$ cat src/rtl/dmem_arbiter.sv
// Round-robin arbiter sharing one single-port data memory between NREQ requesters.
// Each access takes IDLE -> ACCESS -> DONE, with a one-cycle ack to the served requester.
module dmem_arbiter #(
    parameter int NREQ = 2,
    parameter int AW   = 32,
    parameter int DW   = 32
) (
    input  logic              clk,
    input  logic              clrn,
    input  logic [NREQ-1:0]   req_i,
    input  logic [NREQ-1:0]   we_i,
    input  logic [NREQ*AW-1:0] addr_i,
    input  logic [NREQ*DW-1:0] wdata_i,
    output logic [NREQ-1:0]   ack_o,
    output logic [NREQ-1:0]   err_o,
    output logic [DW-1:0]     rdata_o,
    output logic              busy_o,
    output logic [AW-1:0]     mem_a,
    output logic [DW-1:0]     mem_din,
    output logic              mem_we,
    input  logic [DW-1:0]     mem_dout
);

    localparam int GW = (NREQ > 1) ? $clog2(NREQ) : 1;

    typedef enum logic [1:0] {IDLE, ACCESS, DONE} state_t;

    state_t          state_reg;
    logic [GW-1:0]   ptr_reg;
    logic [GW-1:0]   gnt_reg;
    logic [AW-1:0]   addr_reg;
    logic [DW-1:0]   wdata_reg;
    logic            we_reg;

    logic [AW-1:0]   addr_arr  [NREQ];
    logic [DW-1:0]   wdata_arr [NREQ];

    logic [GW-1:0]   win_next;
    logic [GW:0]     idx;
    logic            found;
    logic [AW-1:0]   win_addr;
    logic [DW-1:0]   win_wdata;
    logic            win_we;
    logic            misaligned;
    logic [NREQ-1:0] gnt_onehot;
    logic [GW-1:0]   ptr_next;

    genvar gi;
    generate
        for (gi = 0; gi < NREQ; gi++) begin : g_unpack
            assign addr_arr[gi]  = addr_i[gi*AW +: AW];
            assign wdata_arr[gi] = wdata_i[gi*DW +: DW];
        end
    endgenerate

    // First requester found scanning upward from ptr, wrapping modulo NREQ.
    always_comb begin
        win_next = ptr_reg;
        found    = 1'b0;
        idx      = '0;
        for (int k = 0; k < NREQ; k++) begin
            idx = {1'b0, ptr_reg} + (GW+1)'(k);
            if (idx >= (GW+1)'(NREQ))
                idx = idx - (GW+1)'(NREQ);
            if (!found && req_i[idx]) begin
                found    = 1'b1;
                win_next = idx[GW-1:0];
            end
        end
    end

    assign win_addr   = addr_arr[win_next];
    assign win_wdata  = wdata_arr[win_next];
    assign win_we     = we_i[win_next];
    assign misaligned = |addr_reg[1:0];
    assign gnt_onehot = NREQ'(1) << gnt_reg;
    assign ptr_next   = (gnt_reg == GW'(NREQ-1)) ? '0 : gnt_reg + GW'(1);

    // Memory address/data simply follow the latched request; only mem_we gates the write.
    assign mem_a   = addr_reg;
    assign mem_din = wdata_reg;

    always_ff @(posedge clk or negedge clrn) begin
        if (!clrn) begin
            state_reg <= IDLE;
            ptr_reg   <= '0;
            gnt_reg   <= '0;
            addr_reg  <= '0;
            wdata_reg <= '0;
            we_reg    <= 1'b0;
            ack_o     <= '0;
            err_o     <= '0;
            rdata_o   <= '0;
            busy_o    <= 1'b0;
            mem_we    <= 1'b0;
        end else begin
            case (state_reg)
                IDLE: begin
                    if (|req_i) begin
                        gnt_reg   <= win_next;
                        addr_reg  <= win_addr;
                        wdata_reg <= win_wdata;
                        we_reg    <= win_we;
                        mem_we    <= win_we && (win_addr[1:0] == 2'b00);
                        busy_o    <= 1'b1;
                        state_reg <= ACCESS;
                    end
                end
                ACCESS: begin
                    mem_we    <= 1'b0;
                    ack_o     <= gnt_onehot;
                    err_o     <= misaligned ? gnt_onehot : '0;
                    if (!we_reg && !misaligned)
                        rdata_o <= mem_dout;
                    ptr_reg   <= ptr_next;
                    state_reg <= DONE;
                end
                DONE: begin
                    ack_o     <= '0;
                    err_o     <= '0;
                    busy_o    <= 1'b0;
                    state_reg <= IDLE;
                end
                default: begin
                    state_reg <= IDLE;
                end
            endcase
        end
    end

endmodule

$ cat config.mk
export PLATFORM = sky130hd
export DESIGN_NAME = dmem_arbiter
export DESIGN_NICKNAME = d
export VERILOG_FILES = /design/src/rtl/dmem_arbiter.sv
export SDC_FILE = /design/constraint.sdc
export NUM_CORES = 1
export LEC_CHECK = 0
export ABC_AREA = 1
export ABC_CLOCK_PERIOD_IN_PS = 2000
export CAP_MARGIN = 10
export CORE_MARGIN = 2
export CORE_UTILIZATION = 39
export CTS_CLUSTER_SIZE = 10
export DETAILED_ROUTE_END_ITERATION = 16
export GPL_TIMING_DRIVEN = 0
export HOLD_SLACK_MARGIN = 0.05
export PLACE_DENSITY = 0.82
export SLEW_MARGIN = 20
export SYNTH_ARGS = -nofsm -noshare
export SYNTH_HDL_FRONTEND = slang
export SYNTH_SLANG_ARGS = --single-unit
$ cat constraint.sdc
create_clock -name clk -period 2 [get_ports clk]
set_input_delay 0.4 -clock clk [delete_from_list [all_inputs] [get_ports clk]]
set_output_delay 0.4 -clock clk [all_outputs]
set_load 0.02 [all_outputs]
==> reports/metrics.yaml, run 1 <==
status: "finished, final reports clean"
fmax_ghz: 0.538
htreeDepth: 3
vias: 4759
holdPathStages: 2
rsz0062_at_grt: "no"
rows: 40
cpPeakStageDelay_ns: 0.40
crit_fanout: 10
die_y_um: 114
peakVddDrop_mv: 0.693
critPathTopFamily: "buffers and inverters"
min-delay-start: "we_reg"
ys_seq_area_frac: 0.569
core_area_mm2: 0.0119
min_path_type: "register to register"
finalSetupViolCount: 0
die_w_um: 114
numCtsBuffers: 9
hpwl_um: 12400
hold_viol: 0
firstDrtPassIters: 4
ys_seq_elements: 107
clkTransAtPathRegs_ns: 0.07
crit_start: "state_reg[1]"
synthTopCellsByArea: "dfrtp_1 (57%), a21oi_1 (13%), mux2_2 (7.7%), nand3_1 (7.0%), nor2_1 (5.6%)"
p_leak_nw: 3.30
postLayoutSetupSlackWorst_ns: 0.142
whs_ns: 0.497
grt_overflow_total: 0
clock-root-buffer: "clkbuf_16"
cp_slowest_cell: "dfrtp_1"
n_antenna_cell: 0
routedWlPerCell_um: 17.7
pre_cts_slack_ns: -0.212
insertion_delay_ns: 0.34
totalWireLength_um: 16400
grt_pass1_vias: 4954
regArea_mm2: 0.00268
fill_cells: 936
critPathCaptureType: "register"
rr_startpoint: "state_reg[1]"
ff2ff_setup_slack_ns: 0.14
placed_cell_area_mm2: 0.00759
synth_top_cell_area_share: 0.569
initial_core_util: 0.395
fin_skew_ns: 0.00407
cts_tree: "done"
final_area_mm2: 0.00795
ant_nets: 0
p_per_area_mw_per_mm2: 1590
grtUsageTotal: 0.247
area_growth_pct: 68.8
tns_ns: 0
drive_gt1_frac: 0.108
die-area_mm2: 0.0130
clock-sinks: 107
rr_worst_depth: 9
synth_cells: 490
r2r-end: "mem_din[14]"
drc_errors: 0
gp_congestion: 0.828
port_buffers: 267
ios: 268
crit_required_ns: 2.22
grt_pass1_wl_um: 24800
fin_util: 0.667
cp.arrival_ns: 2.08
grt_max_degree: 56
worst_pin_slew_ns: 0.573
holdPathEnd: "we_reg"
via_per_inst: 5.16
multi_input_area_mm2: 0.00179
post-route-min-period_ns: 1.86
path_class: "register to register"
relSlewSlack: 0.618
clk_path_buf_depth: 2
antenna_found_initial: 0
synth_top_cell_by_area: "dfrtp_1"
drt_iter0_drc: 270
ys_types: 21
synth_fp_nets: 660
avgSynthCellArea_um2: 9.61
critPathBufInv: 5
synthesis.area_mm2: 0.00471
crit_path_cell_trace: "inv_1 > ha_1 > inv_1 > a21oi_4 > inv_2 > buf_4 > clkbuf_4 > a21oi_1 > a21oi_1"
maxCapViolations: 0
yosys_warnings: 0
fin_nets: 940
drv_slew: 0
critPathLaunchType: "register"
finalCritPeriodShare: 0.929
[layer usage]
| layer | GRT usage | routed length [µm] |
|---|---|---|
| met1 | 0.283 | 6360 |
| met2 | 0.428 | 8070 |
| met3 | 0.0765 | 1420 |
| met4 | 0.107 | 499 |
| met5 | 0 | 0 |
[logic make-up after synthesis]
group / count (synthesis) / share of synthesized area
fa+ha+maj: 4 / 0.0106
mux: 32 / 0.0765
compound gates: 138 / 0.151
buf+inv: 54 / 0.0510
flops: 107 / 0.569
simple gates: 155 / 0.142
[layout make-up]
class,count,share of cell area
Sequential cell,107,0.337
Timing Repair Buffer,270,0.342
Multi-Input combinational cell,329,0.225
Tap cell,147,0.0231
Buffer,37,0.0236
Clock inverter,5,0.0107
Inverter,16,0.00756
Clock buffer,11,0.0305
[how the worst max path moves through the flow]
stage | end | slack [ns] | depth (start not counted)
6_report | mem_din[14] | 0.14 | 9
5_1_grt | rdata_o[19] | 0.01 | 7
4_1_cts | mem_din[14] | 0.02 | 9
3_5_place_dp | mem_din[14] | -0.21 | 8
3_3_place_gp | mem_din[10] | -3.51 | 1
2_1_floorplan | rdata_o[10] | 0.47 | 7
[layout by cell type (no fill, tap or decap), types with 2 or more instances in the layout]
cell type	n
a31oi_1	2
nand3_1	66
o22ai_1	3
nor2_1	70
ha_1	4
a21oi_1	126
bufinv_16	2
nand2_1	17
buf_4	5
o21ai_0	4
inv_2	4
clkbuf_16	9
buf_2	23
inv_1	12
clkdlybuf4s50_1	266
dfrtp_1	107
clkbuf_1	8
mux2_2	32
[cells in the mapped netlist (all sizes together)]
cell type,instances
dfrtp,107
o211ai,1
buf,29
inv,16
clkbuf,9
o21ai,5
o22ai,3
a31oi,2
a21oi,127
nor2,70
ha,4
mux2,32
nand3b,1
nor3,1
nand3,66
nand2,17
[power by group]
part	switching, W	internal, W	total, W	leakage (nW)
clock network	0.000816	0.00114	0.00196	0.156
logic	0.00363	0.00315	0.00678	1.92
registers	0.000603	0.00327	0.00388	1.22
[timing repair]
action,CTS,global route
endpoints found under the setup margin,0,32
endpoints found under the hold margin,54,0
hold buffers,1,0
buffers inserted,0,1
resized for setup,0,10
[through the flow]
step,cells,power [W]
global placement,904,0.0104
finish,922,0.0126
global route,922,0.0133
detailed placement,905,0.0107
CTS,922,0.0127
floorplan,490,0.00735
[worst reg2reg max path, cell delays in order (launching register included)]
cell	delay, ns
dfrtp_1	0.40
inv_1	0.11
ha_1	0.18
inv_1	0.10
a21oi_4	0.24
inv_2	0.07
buf_4	0.18
clkbuf_4	0.19
a21oi_1	0.17
a21oi_1	0.09
Power figures use the tool's default switching activity.
==> run 2, diff against run 1 <==
ABC_CLOCK_PERIOD_IN_PS = 1700   (was 2000)
CORE_UTILIZATION = 35   (was 39)
PLACE_DENSITY = 0.77   (was 0.82)
clock period = 1.7 ns   (was 2 ns; I/O delays follow)
==> run 2 against run 1 <==
  * Final cell count up 3.6%
  * Register-to-register slack lost 0.06 ns
  * Die area is 11% higher
  * Via count grew 0.88%
  * Power up 19%
  * Cell area up 3.3%
  * Global-route usage fell by 2.1 points
  * Sequential share of layout area fell by 1.1 points
  * First-iteration DRC count decreased by 13%
  * Non-clock buffer count increased by 5
  * Clock-buffer cell count shrank 2
  * Routed wire length fell by 0.10%
  * Highest routed layer unchanged
==> reports/metrics.yaml, run 2 (synthesis results as in run 1) <==
status: "finished, final reports clean"
area_growth_pct: 74.4
grt_max_degree: 60
initial_core_util: 0.357
routedWlPerCell_um: 17.1
via_per_inst: 5.03
rsz0062_at_grt: "yes"
finalSetupViolCount: 0
layout_commonest_cell: "clkdlybuf4s50_1"
grt_pass1_wl_um: 25700
drv_slew: 0
path_class: "register to output port"
gp_congestion: 0.804
firstDrtPassIters: 4
critPathLaunchType: "register"
maxCapViolations: 0
core_area_mm2: 0.0132
cpPeakStageDelay_ns: 0.61
grt_overflow_total: 0
p_leak_nw: 3.57
fmax_ghz: 0.600
clock-root-buffer: "clkbuf_16"
insertion_delay_ns: 0.35
clk_path_buf_depth: 2
port_buffers: 267
rows: 42
vias: 4801
placed_cell_area_mm2: 0.00763
hold_viol: 0
clkTransAtPathRegs_ns: 0.07
antenna_found_initial: 0
hpwl_um: 12400
die-area_mm2: 0.0144
cp.arrival_ns: 1.33
use_met3: 0.0675
crit_required_ns: 1.36
cts_tree: "done"
numCtsBuffers: 9
mostFrequentLayoutCells: "clkdlybuf4s50_1 (235), a21oi_1 (112), dfrtp_1 (107)"
cp_slowest_cell: "clkdlybuf4s50_1"
n_antenna_cell: 0
die_w_um: 120
ant_nets: 0
clock-sinks: 107
use_met2: 0.397
min_path_type: "register to register"
final_area_mm2: 0.00821
die_y_um: 120
use_met1: 0.260
whs_ns: 0.502
worst_pin_slew_ns: 0.520
totalWireLength_um: 16300
post-route-min-period_ns: 1.67
crit_path_cell_trace: "clkdlybuf4s50_1"
grtUsageTotal: 0.226
dpl.cell_count: 934
ios: 268
p_per_area_mw_per_mm2: 1830
fin_nets: 945
drc_errors: 0
critPathTopFamily: "buffers and inverters"
fin_skew_ns: 0.00857
finalCritPeriodShare: 0.981
critPathCaptureType: "output port"
drt_iter0_drc: 235
peakVddDrop_mv: 0.750
critPathBufInv: 1
tns_ns: 0
drive_gt1_frac: 0.142
finalNonFillerCells: 955
crit_fanout: 2
relSlewSlack: 0.651
htreeDepth: 3
grt-busiest-layer: "met2"
grt_pass1_vias: 4973
-- run 2: changes by cell type in the layout (fill, tap and decap cells not counted), sizes merged --
cell	before	now
buf	31	30
clkbuf	20	24
clkdlybuf4s50	266	235
clkinv	1	2
dlygate4sd2	0	5
dlymetal6s2s	0	26
-- run 2: worst paths after layout --
check                                   end  depth (start not counted)  slack (ns)         start
min in group asynchronous        rdata_o[3]                          2        0.51          clrn
worst min register to register  rdata_o[25]                          1        0.50   rdata_o[25]
worst min-delay path            rdata_o[25]                          1        0.50   rdata_o[25]
worst max-delay path             mem_din[2]                          1        0.03    mem_din[2]
max in group asynchronous       mem_din[21]                          3        0.54          clrn
worst max register to register  mem_din[24]                          9        0.08  state_reg[1]
-- run 2: per-layer routing --
metal,share of wire,routed length (µm)
met3,0.090,1470
met1,0.38,6200
met4,0.021,349
met2,0.51,8320
met5,0,0
-- run 2: what timing repair did --
| action | in CTS | in global routing |
|---|---|---|
| gates cloned | 0 | 0 |
| hold buffers | 1 | 0 |
| buffers inserted | 1 | 4 |
| endpoints found under the setup margin | 103 | 113 |
| gates resized for setup | 33 | 54 |
| endpoints found under the hold margin | 48 | 0 |
-- run 2: final cells by class --
cell class	instances	area [µm²]
plain buffers	38	270
multi-input cells	329	1860
well taps	176	220
flip-flops and latches	107	2680
inverters	16	60.1
clock inverters	6	90.1
fillers	1086	4980
repair buffers	274	2810
clock buffers	9	225
-- run 2: power breakdown --
part           internal [W]  total (W)  switching [W]  leakage (nW)
clock               0.00129    0.00222       0.000927         0.152
combinational       0.00386    0.00825        0.00440          2.20
sequential          0.00385    0.00453       0.000680          1.22
total               0.00900     0.0150        0.00600          3.57
-- run 2: stage by stage --
| stage | setup WS (ns) | power, W | util |
|---|---|---|---|
| after floorplan | 0.170 | 0.00865 | - |
| after global placement | -3.79 | 0.0123 | 0.576 |
| after detailed placement | -0.415 | 0.0126 | 0.578 |
| after CTS | 0.000907 | 0.0150 | 0.609 |
| after global routing | -0.0492 | 0.0160 | 0.622 |
| final | 0.0330 | 0.0150 | 0.622 |
==> run 3, diff against run 2 <==
ABC_CLOCK_PERIOD_IN_PS = 1500   (was 1700)
HOLD_SLACK_MARGIN = 0.06   (was 0.05)
clock period = 1.5 ns   (was 1.7 ns; I/O delays follow)
==> run 3 against run 2 <==
  * Routed wire length increased by 15%
  * Setup slack got worse by 0.21 ns
  * Hold slack worse by 0.018 ns
  * Non-clock buffer count increased by 24
  * Critical path type is now register to register
  * Highest routed layer unchanged
  * Largest power group unchanged
  * Critical endpoint is now mem_a[6]
  * Sequential share of layout area fell by 2.9 points
  * The run now ends with setup timing left
  * Final cell count is 2.5% higher
==> reports/metrics.yaml, run 3 (synthesis results as in run 1) <==
insertion_delay_ns: 0.34
post-route-min-period_ns: 1.68
die-area_mm2: 0.0144
clkTransAtPathRegs_ns: 0.07
critPathBufInv: 6
rows: 42
tns_ns: -6.53
hold_viol: 0
clock-sinks: 107
hpwl_um: 12700
wl_met2_um: 9510
via_per_inst: 5.19
numCtsBuffers: 9
crit_path_cell_trace: "inv_2 > ha_4 > inv_4 > a21oi_4 > inv_4 > buf_12 > buf_12 > buf_8 > a21oi_2 > a21oi_1"
rsz0062_at_grt: "yes"
fill_cells: 1005
grt_pass1_wl_um: 28400
totalWireLength_um: 18800
drc_errors: 0
ant_nets: 0
firstDrtPassIters: 4
critPathTopFamily: "buffers and inverters"
maxCapViolations: 0
core_area_mm2: 0.0132
grtUsageTotal: 0.254
routed.top_layer: "met4"
fin_util: 0.684
crit_fanout: 6
n_antenna_cell: 0
die_w_um: 120
dpl.cell_count: 934
cp.arrival_ns: 1.91
grt_pass1_vias: 5433
drv_slew: 0
total_power_w: 0.0186
antenna_found_initial: 0
drive_gt1_frac: 0.274
path_class: "register to register"
gp_congestion: 0.837
peakVddDrop_mv: 0.969
ff2ff_setup_slack_ns: -0.18
finalNonFillerCells: 979
status: "finished, violations left"
htreeDepth: 3
worst_pin_slew_ns: 0.482
finalCritPeriodShare: 1.12
port_buffers: 267
die_y_um: 120
area_growth_pct: 91.6
fmax_ghz: 0.596
grt_overflow_total: 0
p_leak_nw: 3.75
pre_cts_slack_ns: -0.624
wl_met3_um: 1640
cts_tree: "done"
postLayoutSetupSlackWorst_ns: -0.178
relSlewSlack: 0.677
crit_required_ns: 1.73
initial_core_util: 0.357
violations: "setup timing"
routedWlPerCell_um: 19.2
clock-root-buffer: "clkbuf_16"
cpPeakStageDelay_ns: 0.39
mostFrequentLayoutCells: "clkdlybuf4s50_1 (164), dfrtp_1 (107), dlygate4sd2_1 (102)"
min_path_type: "input pin to async pin"
fin_nets: 969
ios: 268
fin_skew_ns: 0.00572
vias: 5078
critPathLaunchType: "register"
cp_slowest_cell: "dfrtp_1"
drt_iter0_drc: 186
layout_commonest_cell: "clkdlybuf4s50_1"
p_per_area_mw_per_mm2: 2060
grt_max_degree: 68
finalSetupViolCount: 97
critPathCaptureType: "register"
wl_met1_um: 7090
clk_path_buf_depth: 2
## run 3: changes by cell type in the layout (fill, tap and decap cells not counted), sizes merged
cell / previous run / this run
clkbuf: 24 / 17
buf: 30 / 62
clkdlybuf4s50: 235 / 164
inv: 17 / 18
clkinv: 2 / 1
clkinvlp: 1 / 0
dlygate4sd2: 5 / 102
dlymetal6s2s: 26 / 0
## run 3: worst paths after layout
path,startpoint,endpoint,cells after the start
setup / recovery,state_reg[1],mem_a[6],10
hold / removal,clrn,rdata_o[9],2
setup reg to reg,state_reg[1],mem_a[6],10
hold reg to reg,rdata_o[14],rdata_o[14],1
max in group asynchronous,clrn,mem_a[7],3
min in group clk,rdata_o[14],rdata_o[14],1
## run 3: power by group
group	switching, W	leakage, nW	internal, W
sequential	0.000797	1.22	0.00436
combinational	0.00601	2.38	0.00489
clock	0.00108	0.154	0.00147
total	0.00789	3.75	0.0107
## run 3: cell type report
class / count / area (µm²) / share of cell area
Tap cell: 176 / 220 / 0.0244
Multi-Input combinational cell: 329 / 2380 / 0.264
Buffer: 36 / 367 / 0.0406
Clock buffer: 10 / 229 / 0.0254
Timing Repair Buffer: 300 / 3000 / 0.332
Sequential cell: 107 / 2680 / 0.297
Clock inverter: 5 / 86.3 / 0.00957
Inverter: 16 / 67.6 / 0.00749
## run 3: through the flow
stage / hold slack [ns] / cell area, µm²
global placement: 0.478 / 7600
global route: 0.499 / 9020
detailed placement: 0.249 / 7630
floorplan: 0.00441 / 4710
finish: 0.484 / 9020
CTS: 0.437 / 8780
## run 3: worst reg2reg max path: cells and delay by family (launching register included)
kind / cells / cell delay, ns
buffers and inverters: 6 / 0.65
adders and majority gates: 1 / 0.16
DFF: 1 / 0.39
AOI/OAI and AO/OA: 3 / 0.36
## run 3: metal layers
layer	track usage	vias up
met2	0.447	269
li1	-	2301
met5	0	-
met4	0.101	0
met1	0.289	2468
met3	0.0732	40
## run 3: timing repair
action / in CTS / in global routing
buffers inserted: 19 / 8
pin swaps: 20 / 24
endpoints found under the setup margin: 200 / 100
endpoints found under the hold margin: 40 / 0
resized for setup: 266 / 58
hold buffers: 1 / 0
gates cloned: 9 / 0
